`config.mk`:
```
export PLATFORM = sky130hd
export DESIGN_NAME = psram_target
export DESIGN_NICKNAME = d
export VERILOG_FILES = /design/src/rtl/psram_target.sv
export SDC_FILE = /design/constraint.sdc
export NUM_CORES = 1
export LEC_CHECK = 0
export BUFFER_PORTS_ARGS = -buffer_cell sky130_fd_sc_hd__buf_2
export CORE_MARGIN = 5
export CORE_UTILIZATION = 26
export DETAILED_ROUTE_END_ITERATION = 12
export SETUP_SLACK_MARGIN = 0.5
export SLEW_MARGIN = 10
export SYNTH_ARGS = -nofsm -noshare
export SYNTH_HDL_FRONTEND = slang
export SYNTH_SLANG_ARGS = --single-unit
```
`constraint.sdc`:
```
create_clock -name clk_i -period 2.9 [get_ports clk_i]
set_input_delay 0.58 -clock clk_i [delete_from_list [all_inputs] [get_ports clk_i]]
set_output_delay 0.58 -clock clk_i [all_outputs]
set_load 0.005 [all_outputs]
```
`src/rtl/psram_target.sv`:
```
// Octal-SPI (OPI, SDR) PSRAM target model with synchronized serial interface.
// Optional sticky protocol-error flag enabled by defining PSRAM_TARGET_ERR_EN.
module psram_target #(
    parameter int         MEM_DEPTH = 64,
    parameter logic [7:0] RD_CMD    = 8'h20,
    parameter logic [7:0] WR_CMD    = 8'hA0,
    parameter logic [7:0] CFG_CMD   = 8'hC0,
    parameter logic [3:0] LAT_RST   = 4'd4
) (
    input  logic       clk_i,
    input  logic       rst_i,
    input  logic       psram_sck_i,
    input  logic       psram_ce_i,
    input  logic [7:0] psram_io_in_i,
    output logic [7:0] psram_io_out_o,
    output logic [7:0] psram_io_en_o,
    output logic [3:0] lat_o,
    output logic       busy_o,
    output logic       err_o
);

    localparam int AW = $clog2(MEM_DEPTH);

    localparam logic [2:0] S_IDLE   = 3'd0;
    localparam logic [2:0] S_CMD    = 3'd1;
    localparam logic [2:0] S_ADDR   = 3'd2;
    localparam logic [2:0] S_WAIT   = 3'd3;
    localparam logic [2:0] S_RDATA  = 3'd4;
    localparam logic [2:0] S_WDATA  = 3'd5;
    localparam logic [2:0] S_CFG    = 3'd6;
    localparam logic [2:0] S_IGNORE = 3'd7;

    logic          sck_s1_q, sck_s2_q, sck_s3_q;
    logic          ce_s1_q, ce_s2_q, ce_s3_q;
    logic [7:0]    io_s1_q, io_s2_q;
    logic [2:0]    state_q, state_d;
    logic [AW-1:0] idx_q, idx_d;
    logic [3:0]    cnt_q, cnt_d;
    logic [1:0]    abyte_q, abyte_d;
    logic          is_wr_q, is_wr_d;
    logic          cfg_done_q, cfg_done_d;
    logic [3:0]    lat_q, lat_d;
    logic [7:0]    out_q, out_d;
    logic [7:0]    en_q, en_d;
    logic          mem_we;
    logic [7:0]    mem_q [MEM_DEPTH];

    logic sck_rise, sck_fall, ce_rise, ce_fall, cmd_known;

    assign sck_rise  = sck_s2_q & ~sck_s3_q & ~ce_s2_q;
    assign sck_fall  = ~sck_s2_q & sck_s3_q & ~ce_s2_q;
    assign ce_rise   = ce_s2_q & ~ce_s3_q;
    assign ce_fall   = ~ce_s2_q & ce_s3_q;
    assign cmd_known = (io_s2_q == RD_CMD) || (io_s2_q == WR_CMD) || (io_s2_q == CFG_CMD);

    always_ff @(posedge clk_i) begin
        if (rst_i) begin
            sck_s1_q <= 1'b0;
            sck_s2_q <= 1'b0;
            sck_s3_q <= 1'b0;
            ce_s1_q  <= 1'b1;
            ce_s2_q  <= 1'b1;
            ce_s3_q  <= 1'b1;
            io_s1_q  <= 8'h00;
            io_s2_q  <= 8'h00;
        end else begin
            sck_s1_q <= psram_sck_i;
            sck_s2_q <= sck_s1_q;
            sck_s3_q <= sck_s2_q;
            ce_s1_q  <= psram_ce_i;
            ce_s2_q  <= ce_s1_q;
            ce_s3_q  <= ce_s2_q;
            io_s1_q  <= psram_io_in_i;
            io_s2_q  <= io_s1_q;
        end
    end

    always_comb begin
        state_d    = state_q;
        idx_d      = idx_q;
        cnt_d      = cnt_q;
        abyte_d    = abyte_q;
        is_wr_d    = is_wr_q;
        cfg_done_d = cfg_done_q;
        lat_d      = lat_q;
        out_d      = out_q;
        en_d       = en_q;
        mem_we     = 1'b0;
        // CE release overrides any same-cycle sck edge
        if (ce_rise) begin
            state_d = S_IDLE;
            out_d   = 8'h00;
            en_d    = 8'h00;
        end else begin
            case (state_q)
                S_IDLE: if (ce_fall) state_d = S_CMD;
                S_CMD: if (sck_rise) begin
                    abyte_d    = 2'd0;
                    cfg_done_d = 1'b0;
                    is_wr_d    = (io_s2_q == WR_CMD);
                    if (io_s2_q == RD_CMD || io_s2_q == WR_CMD) state_d = S_ADDR;
                    else if (io_s2_q == CFG_CMD)                state_d = S_CFG;
                    else                                        state_d = S_IGNORE;
                end
                S_ADDR: if (sck_rise) begin
                    abyte_d = abyte_q + 2'd1;
                    if (abyte_q == 2'd2) begin
                        // depth <= 256, so address mod depth comes from the low byte only
                        idx_d = io_s2_q[AW-1:0];
                        cnt_d = 4'd0;
                        if (is_wr_q)           state_d = S_WDATA;
                        else if (lat_q == 4'd0) state_d = S_RDATA;
                        else                    state_d = S_WAIT;
                    end
                end
                S_WAIT: if (sck_rise) begin
                    if (cnt_q == lat_q - 4'd1) state_d = S_RDATA;
                    else                       cnt_d   = cnt_q + 4'd1;
                end
                S_RDATA: if (sck_fall) begin
                    out_d = mem_q[idx_q];
                    en_d  = 8'hFF;
                    idx_d = idx_q + {{(AW-1){1'b0}}, 1'b1};
                end
                S_WDATA: if (sck_rise) begin
                    mem_we = 1'b1;
                    idx_d  = idx_q + {{(AW-1){1'b0}}, 1'b1};
                end
                S_CFG: if (sck_rise && !cfg_done_q) begin
                    lat_d      = io_s2_q[3:0];
                    cfg_done_d = 1'b1;
                end
                default: ;
            endcase
        end
    end

    always_ff @(posedge clk_i) begin
        if (rst_i) begin
            state_q    <= S_IDLE;
            idx_q      <= '0;
            cnt_q      <= 4'd0;
            abyte_q    <= 2'd0;
            is_wr_q    <= 1'b0;
            cfg_done_q <= 1'b0;
            lat_q      <= LAT_RST;
            out_q      <= 8'h00;
            en_q       <= 8'h00;
        end else begin
            state_q    <= state_d;
            idx_q      <= idx_d;
            cnt_q      <= cnt_d;
            abyte_q    <= abyte_d;
            is_wr_q    <= is_wr_d;
            cfg_done_q <= cfg_done_d;
            lat_q      <= lat_d;
            out_q      <= out_d;
            en_q       <= en_d;
        end
    end

    // Storage has no reset so contents survive both reset and CE cycling
    always_ff @(posedge clk_i) begin
        if (mem_we && !rst_i) mem_q[idx_q] <= io_s2_q;
    end

`ifdef PSRAM_TARGET_ERR_EN
    logic err_q, err_d;

    always_comb begin
        err_d = err_q;
        if (ce_rise && (state_q == S_CMD || state_q == S_ADDR || state_q == S_WAIT))
            err_d = 1'b1;
        if (!ce_rise && state_q == S_CMD && sck_rise && !cmd_known)
            err_d = 1'b1;
    end

    always_ff @(posedge clk_i) begin
        if (rst_i) err_q <= 1'b0;
        else       err_q <= err_d;
    end

    assign err_o = err_q;
`else
    logic unused_cmd_known;
    assign unused_cmd_known = cmd_known;
    assign err_o = 1'b0;
`endif

    assign psram_io_out_o = out_q;
    assign psram_io_en_o  = en_q;
    assign lat_o          = lat_q;
    assign busy_o         = (state_q != S_IDLE);

endmodule

```
==> out/summary.txt, run 1 <==
Outcome: completed
Register Area: 16440 sq um
Final Power: 16.48 mW
Synthesized net count: 1412
Buf/Inv on CP: 2
Asr flop ratio synth: 0%
Worst-path cell chain: buf_4, buf_12, mux2_2, nand2_1, a31oi_1, nor4bb_4, a21oi_1
CTS max path bufs: 3
H-Tree Depth: 2
Die area: 91930 sq um
Delay-heaviest family, CP: simple AND/OR/NAND/NOR gates
Vias: 13370
Final #Nets: 1568
Cell Rows: 107
Pwr Density: 614.1 nW/um^2
Reg-to-reg setup timing slack: 0.54 ns
Worst-path clk slew: 0.06 ns
Footprint of the multi-input gates: 5454 sq um
Number of synthesis warnings: 0
Synthesis-stage register bit count: 564
Pleak: 8.687 nW
Wire per inst: 22.02 um
Worst path max stage delay: 0.49 ns
Mapped Cells: 1395
GR Layer Usage met3: 2.119%
CP Capture Type: register
Placed Cells: 2624
Transition time of the tightest slew-check pin: 0.6892 ns
Max FO, Critical Path: 38
Most used routing layer: met2
# IOs: 34
WHS Path Cells: 2
Syn_area_per_cell: 16.02 sq um
Drt initial violations: 1402
Remaining routing DRC violations: 0
Area Growth Syn to Fin: 20.04%
Drt via density: 4.875
Total CTS buffers: 58
First-pass GRT wire length: 89.60 mm
Worst path slowest cell: dfxtp_4
ANT cells: 0
Total GRT Usage: 12.87%
Crit start category: register
Ratio of cells with drive above 1 in the final layout: 24.77%
R2R cell count: 7
VDD IR max: 0.4476 mV
RR Startpoint: idx_q[2]$_SDFFE_PP0P_
EDFF count, synth: 512
M1 GR Usage: 17.77%
Routed Antenna Nets: 0
Clk_lat worst skew: 0.61 ns
Place WS: -0.06785 ns
Initial antenna violation count: 3
Unrepaired setup endpoints after global routing: yes
Fin crit share: 81.32%
Post-synth top flop: edfxtp_1
Vias in the first global route: 13270
Arr. time, crit path: 2.84 ns
Hold EP: ce_s1_q$_SDFF_PP1_
Tightest Hold Check Type: input port to register
Largest net degree at the start of global routing: 43
Min Tclk post-route: 2.358 ns
Max Cap Viol: 0
Worst hold start: psram_ce_i
Setup violators final: 0
Grt met2 use: 20.67%
Final Hold Fails: 0
Starting density of the core: 26.21%
Clock Sink Count: 564
Max-slew violation count: 0
Min setup slack post-route: 0.5417 ns
Headroom to the max-slew limit: 53.70%
Die H: 303.2 um
Cell Area, Synth: 22350 sq um
Fin Clk Skew: 0.01282 ns
GPL Wtd Cong: 0.8507
Post-Route WL: 60.41 mm
CP required: 3.38 ns
Detailed placement HPWL: 38.74 mm
Final hold slack: 0.1689 ns
Fin cells: 2743
Fmax: 0.4240 GHz
Critical path class: register to register
Reg2reg end: psram_io_out_o[2]$_SDFFE_PP0P_
Filler instances: 8242
DRT Pass-1 Iters: 7
Cell variety after synth: 71
Core area: 85280 sq um
IO Port Bufs: 32
Die X: 303.2 um
CTS root buf: clkbuf_16
GR Overflow Total: 0
CTS tree: yes
Sequential share of the synthesized area: 73.44%
[state kept, by name, indices dropped and copies added, names as in the netlist, 2 cells and up]
register        cells
mem_q             512
psram_io_out_o      8
state_q             3
idx_q               6
lat_o               4
cnt_q               4
io_s2_q             8
abyte_q             2
io_s1_q             8
[metal layers]
metal | up-vias | wire length [um] | share of wire, %
li1 | 5839 | - | -
met1 | 6818 | 25060 | 41
met2 | 583 | 28550 | 47
met3 | 126 | 4859 | 8.0
met4 | 6 | 1902 | 3.1
met5 | - | 41 | 0.068
[power by group]
part | internal (mW) | switching, mW
sequential | 8.84 | 0.0336
combinational | 0.0376 | 0.110
clock | 4.39 | 3.07
[layout by cell type (no fill, tap or decap), types with 14 or more instances in the layout]
cell | synthesis | final
a21oi_1 | 50 | 49
a221oi_1 | 49 | 49
a22oi_1 | 42 | 41
buf_2 | 33 | 32
buf_4 | 18 | 151
clkbuf_16 | 0 | 58
clkinv_2 | 0 | 14
dfxtp_1 | 52 | 38
edfxtp_1 | 512 | 512
mux2_2 | 37 | 37
mux2i_1 | 87 | 85
mux4_2 | 26 | 26
nand2_1 | 50 | 48
nand3_1 | 19 | 17
nor2_1 | 107 | 106
nor2b_1 | 29 | 29
o21ai_0 | 46 | 41
o22ai_1 | 21 | 21
[metrics by stage]
step	cell area, sq um	setup TNS, ns	utilization (%)
3_3_place_gp	24670	-0.1043	28.92
2_1_floorplan	22350	0	-
5_1_grt	26830	0	31.46
4_1_cts	26750	0	31.37
3_5_place_dp	24670	-0.06785	28.92
6_report	26830	0	31.46
[worst register-to-register path: cells and delay by family (launching register included)]
| kind | cells | cell delay, ns |
|---|---|---|
| AO/OA/AOI/OAI | 2 | 0.35 |
| buffers and inverters | 2 | 0.45 |
| flip-flops | 1 | 0.49 |
| multiplexers | 1 | 0.40 |
| AND/OR/NAND/NOR | 2 | 0.54 |
[how the worst max path moves through the flow]
stage                               start                              to  slack [ns]  depth (start not counted)
global placement    idx_q[2]$_SDFFE_PP0P_  psram_io_out_o[2]$_SDFFE_PP0P_       -0.10                          6
global route        idx_q[1]$_SDFFE_PP0P_  psram_io_out_o[2]$_SDFFE_PP0P_        0.50                          7
CTS                 idx_q[0]$_SDFFE_PP0P_  psram_io_out_o[2]$_SDFFE_PP0P_        0.43                          7
finish              idx_q[2]$_SDFFE_PP0P_  psram_io_out_o[2]$_SDFFE_PP0P_        0.54                          7
detailed placement  idx_q[2]$_SDFFE_PP0P_  psram_io_out_o[2]$_SDFFE_PP0P_       -0.07                          6
floorplan                           rst_i          mem_q[59][0]$_DFFE_PP_        0.63                          5
[cells in the mapped netlist, types with 6 or more instances]
cell type	n	area, sq um
nand2b_1	8	50.05
a222oi_1	6	60.06
inv_1	11	41.29
o2bb2ai_1	7	61.31
buf_4	18	135.1
edfxtp_1	512	15370
mux2i_1	87	870.8
a22oi_1	42	315.3
mux2_2	37	416.7
a22o_1	11	96.34
and3_1	9	56.30
a31oi_1	9	56.30
nand3b_1	6	45.04
nand3_1	19	95.09
nor2_1	107	401.6
mux4_2	26	585.6
o21ai_0	46	230.2
a211oi_1	7	52.55
nor2b_1	29	181.4
buf_2	33	165.2
nand2_1	50	187.7
buf_6	7	78.83
a21oi_1	50	250.2
dfxtp_1	52	1041
clkbuf_1	37	138.9
a221oi_1	49	429.2
o22ai_1	21	131.4
[cell type report]
class                           count  area share, %
Sequential cell                   564          61.28
Multi-Input combinational cell    719          20.33
Clock buffer                       75          5.908
Timing Repair Buffer              195          5.689
Tap cell                         1144          5.335
Clock inverter                     33          1.278
Inverter                           13         0.1865
[cells by family (layout without fill, tap and decap cells)]
logic type / count (synthesis) / after routing / share of synthesized area [%]
flops: 564 / 564 / 73.44
other cells: 1 / 1 / 0.01678
compound gates: 287 / 287 / 9.102
fa+ha+maj: 5 / 5 / 0.2799
simple gates: 269 / 269 / 5.889
mux: 151 / 151 / 8.430
buf+inv: 112 / 316 / 2.603
xor+xnor: 6 / 6 / 0.2351
[repair_timing]
item / 4_1_cts / 5_1_grt
setup buffers: 11 / 0
endpoints found under the setup margin: 200 / 399
hold endpoints to repair: 0 / 0
pin swaps: 0 / 3
resized for setup: 8 / 22
hold buffers: 0 / 0
Power figures use the tool's default switching activity.
==> inputs of run 2 (changes only) <==
- clock period: 2.9 -> 2.34 ns (I/O delays scaled with it)
==> run 2 against run 1 <==
Net effect:
- final area up 11%
- clock skew decreased by 0.0017 ns
- worst hold slack lost 0.096 ns
- non-clock buffer count rose by 116
- flip-flop and latch count stayed put
- critical path depth grew 1
- clock power up 16%
- sequential share of layout area is 5.9 points lower
- die area did not move
- first-iteration DRC count rose by 23%
- global-route usage increased by 0.90 points
- largest cell class unchanged
- largest power group unchanged
==> out/summary.txt, run 2 (synthesized netlist as in run 1, its figures left out) <==
Pwr Density: 666.9 nW/um^2
Commonest non-fill, non-tap cell in the layout: edfxtp_1
Wire per inst: 23.20 um
Clock Sink Count: 564
Transition time of the tightest slew-check pin: 0.7889 ns
Pleak: 9.602 nW
Tightest Hold Check Type: input port to register
First-pass GRT wire length: 94.99 mm
Detailed placement HPWL: 40.94 mm
Top reg by flops: mem_q
Area Growth Syn to Fin: 33.03%
H-Tree Depth: 2
Clk_lat worst skew: 0.60 ns
Core area: 85280 sq um
Critical path class: register to register
Die X: 303.2 um
Remaining routing DRC violations: 0
Fmax: 0.4568 GHz
Cell Rows: 107
Delay-heaviest family, CP: compound AO/OA/AOI/OAI gates
Outcome: completed
Final Hold Fails: 0
WHS Path Cells: 2
Initial antenna violation count: 1
Ratio of cells with drive above 1 in the final layout: 39.06%
Fin cells: 2855
Most frequent cells in the layout: edfxtp_1, buf_4, mux2i_1
Total GRT Usage: 13.77%
Die H: 303.2 um
Total CTS buffers: 56
Final hold slack: 0.07281 ns
CTS root buf: clkbuf_16
Starting density of the core: 26.21%
Worst-path cell chain: buf_12, buf_12, buf_6, mux4_2, nand2_1, a21oi_1, a2111oi_2, a31oi_1
Min setup slack post-route: 0.1507 ns
Critical Path Most Common Cell: buf_12
Unrepaired setup endpoints after global routing: yes
CP Capture Type: register
Buf/Inv on CP: 3
Final #Nets: 1683
Finished Core Util: 34.87%
Vias: 14240
Fin Clk Skew: 0.01114 ns
Placed Cells: 2631
Worst path max stage delay: 0.53 ns
Setup violators final: 0
Max Cap Viol: 0
DRT Pass-1 Iters: 6
Fin crit share: 93.56%
Max-slew violation count: 0
R2R cell count: 8
# IOs: 34
Worst path slowest cell: mux4_2
Max FO, Critical Path: 6
Max reg flops: 512
Largest net degree at the start of global routing: 63
Worst-path clk slew: 0.06 ns
Worst path depth: 8
Hold Buf Count CTS: 0
GPL Wtd Cong: 0.9265
Vias in the first global route: 13990
Headroom to the max-slew limit: 47.41%
CP required: 2.80 ns
CTS max path bufs: 3
GR Overflow Total: 0
Arr. time, crit path: 2.65 ns
IO Port Bufs: 32
Die area: 91930 sq um
CTS tree: yes
VDD IR max: 0.5260 mV
Place WS: -0.1182 ns
Routed Antenna Nets: 0
Drt via density: 4.988
Post-Route WL: 66.24 mm
Min Tclk post-route: 2.189 ns
Crit start category: register
Drt initial violations: 1728
[run 2: repair_timing]
action                                  CTS  global route
pin swaps                                76            75
setup buffers                            64            43
endpoints found under the setup margin  532           532
gates resized for setup                 132           170
cloned                                    8             6
[run 2: layout make-up]
cell class | count | area (sq um)
inverters | 13 | 61.31
diodes | 1 | 2.502
clock inverters | 26 | 216.5
multi-input cells | 720 | 6631
fillers | 8008 | 55550
clock buffers | 76 | 1551
well taps | 1144 | 1431
flip-flops and latches | 564 | 16460
repair buffers | 311 | 3382
[run 2: per-layer routing]
metal,global-route usage [%],routed length (um),vias up
li1,-,-,6093
met4,4.011,1802,0
met5,0,0,-
met1,18.78,27150,7284
met2,22.23,31620,733
met3,2.968,5665,131
[run 2: final timing paths]
| path | slack, ns | endpoint | start |
|---|---|---|---|
| worst max-delay path | 0.15 | psram_io_out_o[0]$_SDFFE_PP0P_ | idx_q[1]$_SDFFE_PP0P_ |
| worst min-delay path | 0.07 | ce_s1_q$_SDFF_PP1_ | psram_ce_i |
| worst min register to register | 0.41 | ce_s2_q$_SDFF_PP1_ | ce_s1_q$_SDFF_PP1_ |
| worst max register to register | 0.15 | psram_io_out_o[0]$_SDFFE_PP0P_ | idx_q[1]$_SDFFE_PP0P_ |
[run 2: worst register-to-register path, delay by kind of cell, from the launching register on]
kind	cells	cell delay, ns
flip-flops	1	0.41
buffers and inverters	3	0.39
multiplexers	1	0.53
AND/OR/NAND/NOR	1	0.09
AO/OA/AOI/OAI	3	0.63
[run 2: where the power goes]
part / switching (mW) / internal (mW)
sequential: 0.0245 / 10.9
clock: 3.67 / 4.96
combinational: 0.168 / 0.0574
[run 2: through the flow]
step / TNS (ns) / cell area [sq um] / total power, mW
detailed placement: -0.2023 / 25310 / 11.40
global placement: -0.2156 / 25310 / 11.39
finish: 0 / 29730 / 19.83
CTS: 0 / 28490 / 19.97
floorplan: 0 / 22820 / 11.28
global route: 0 / 29730 / 20.43
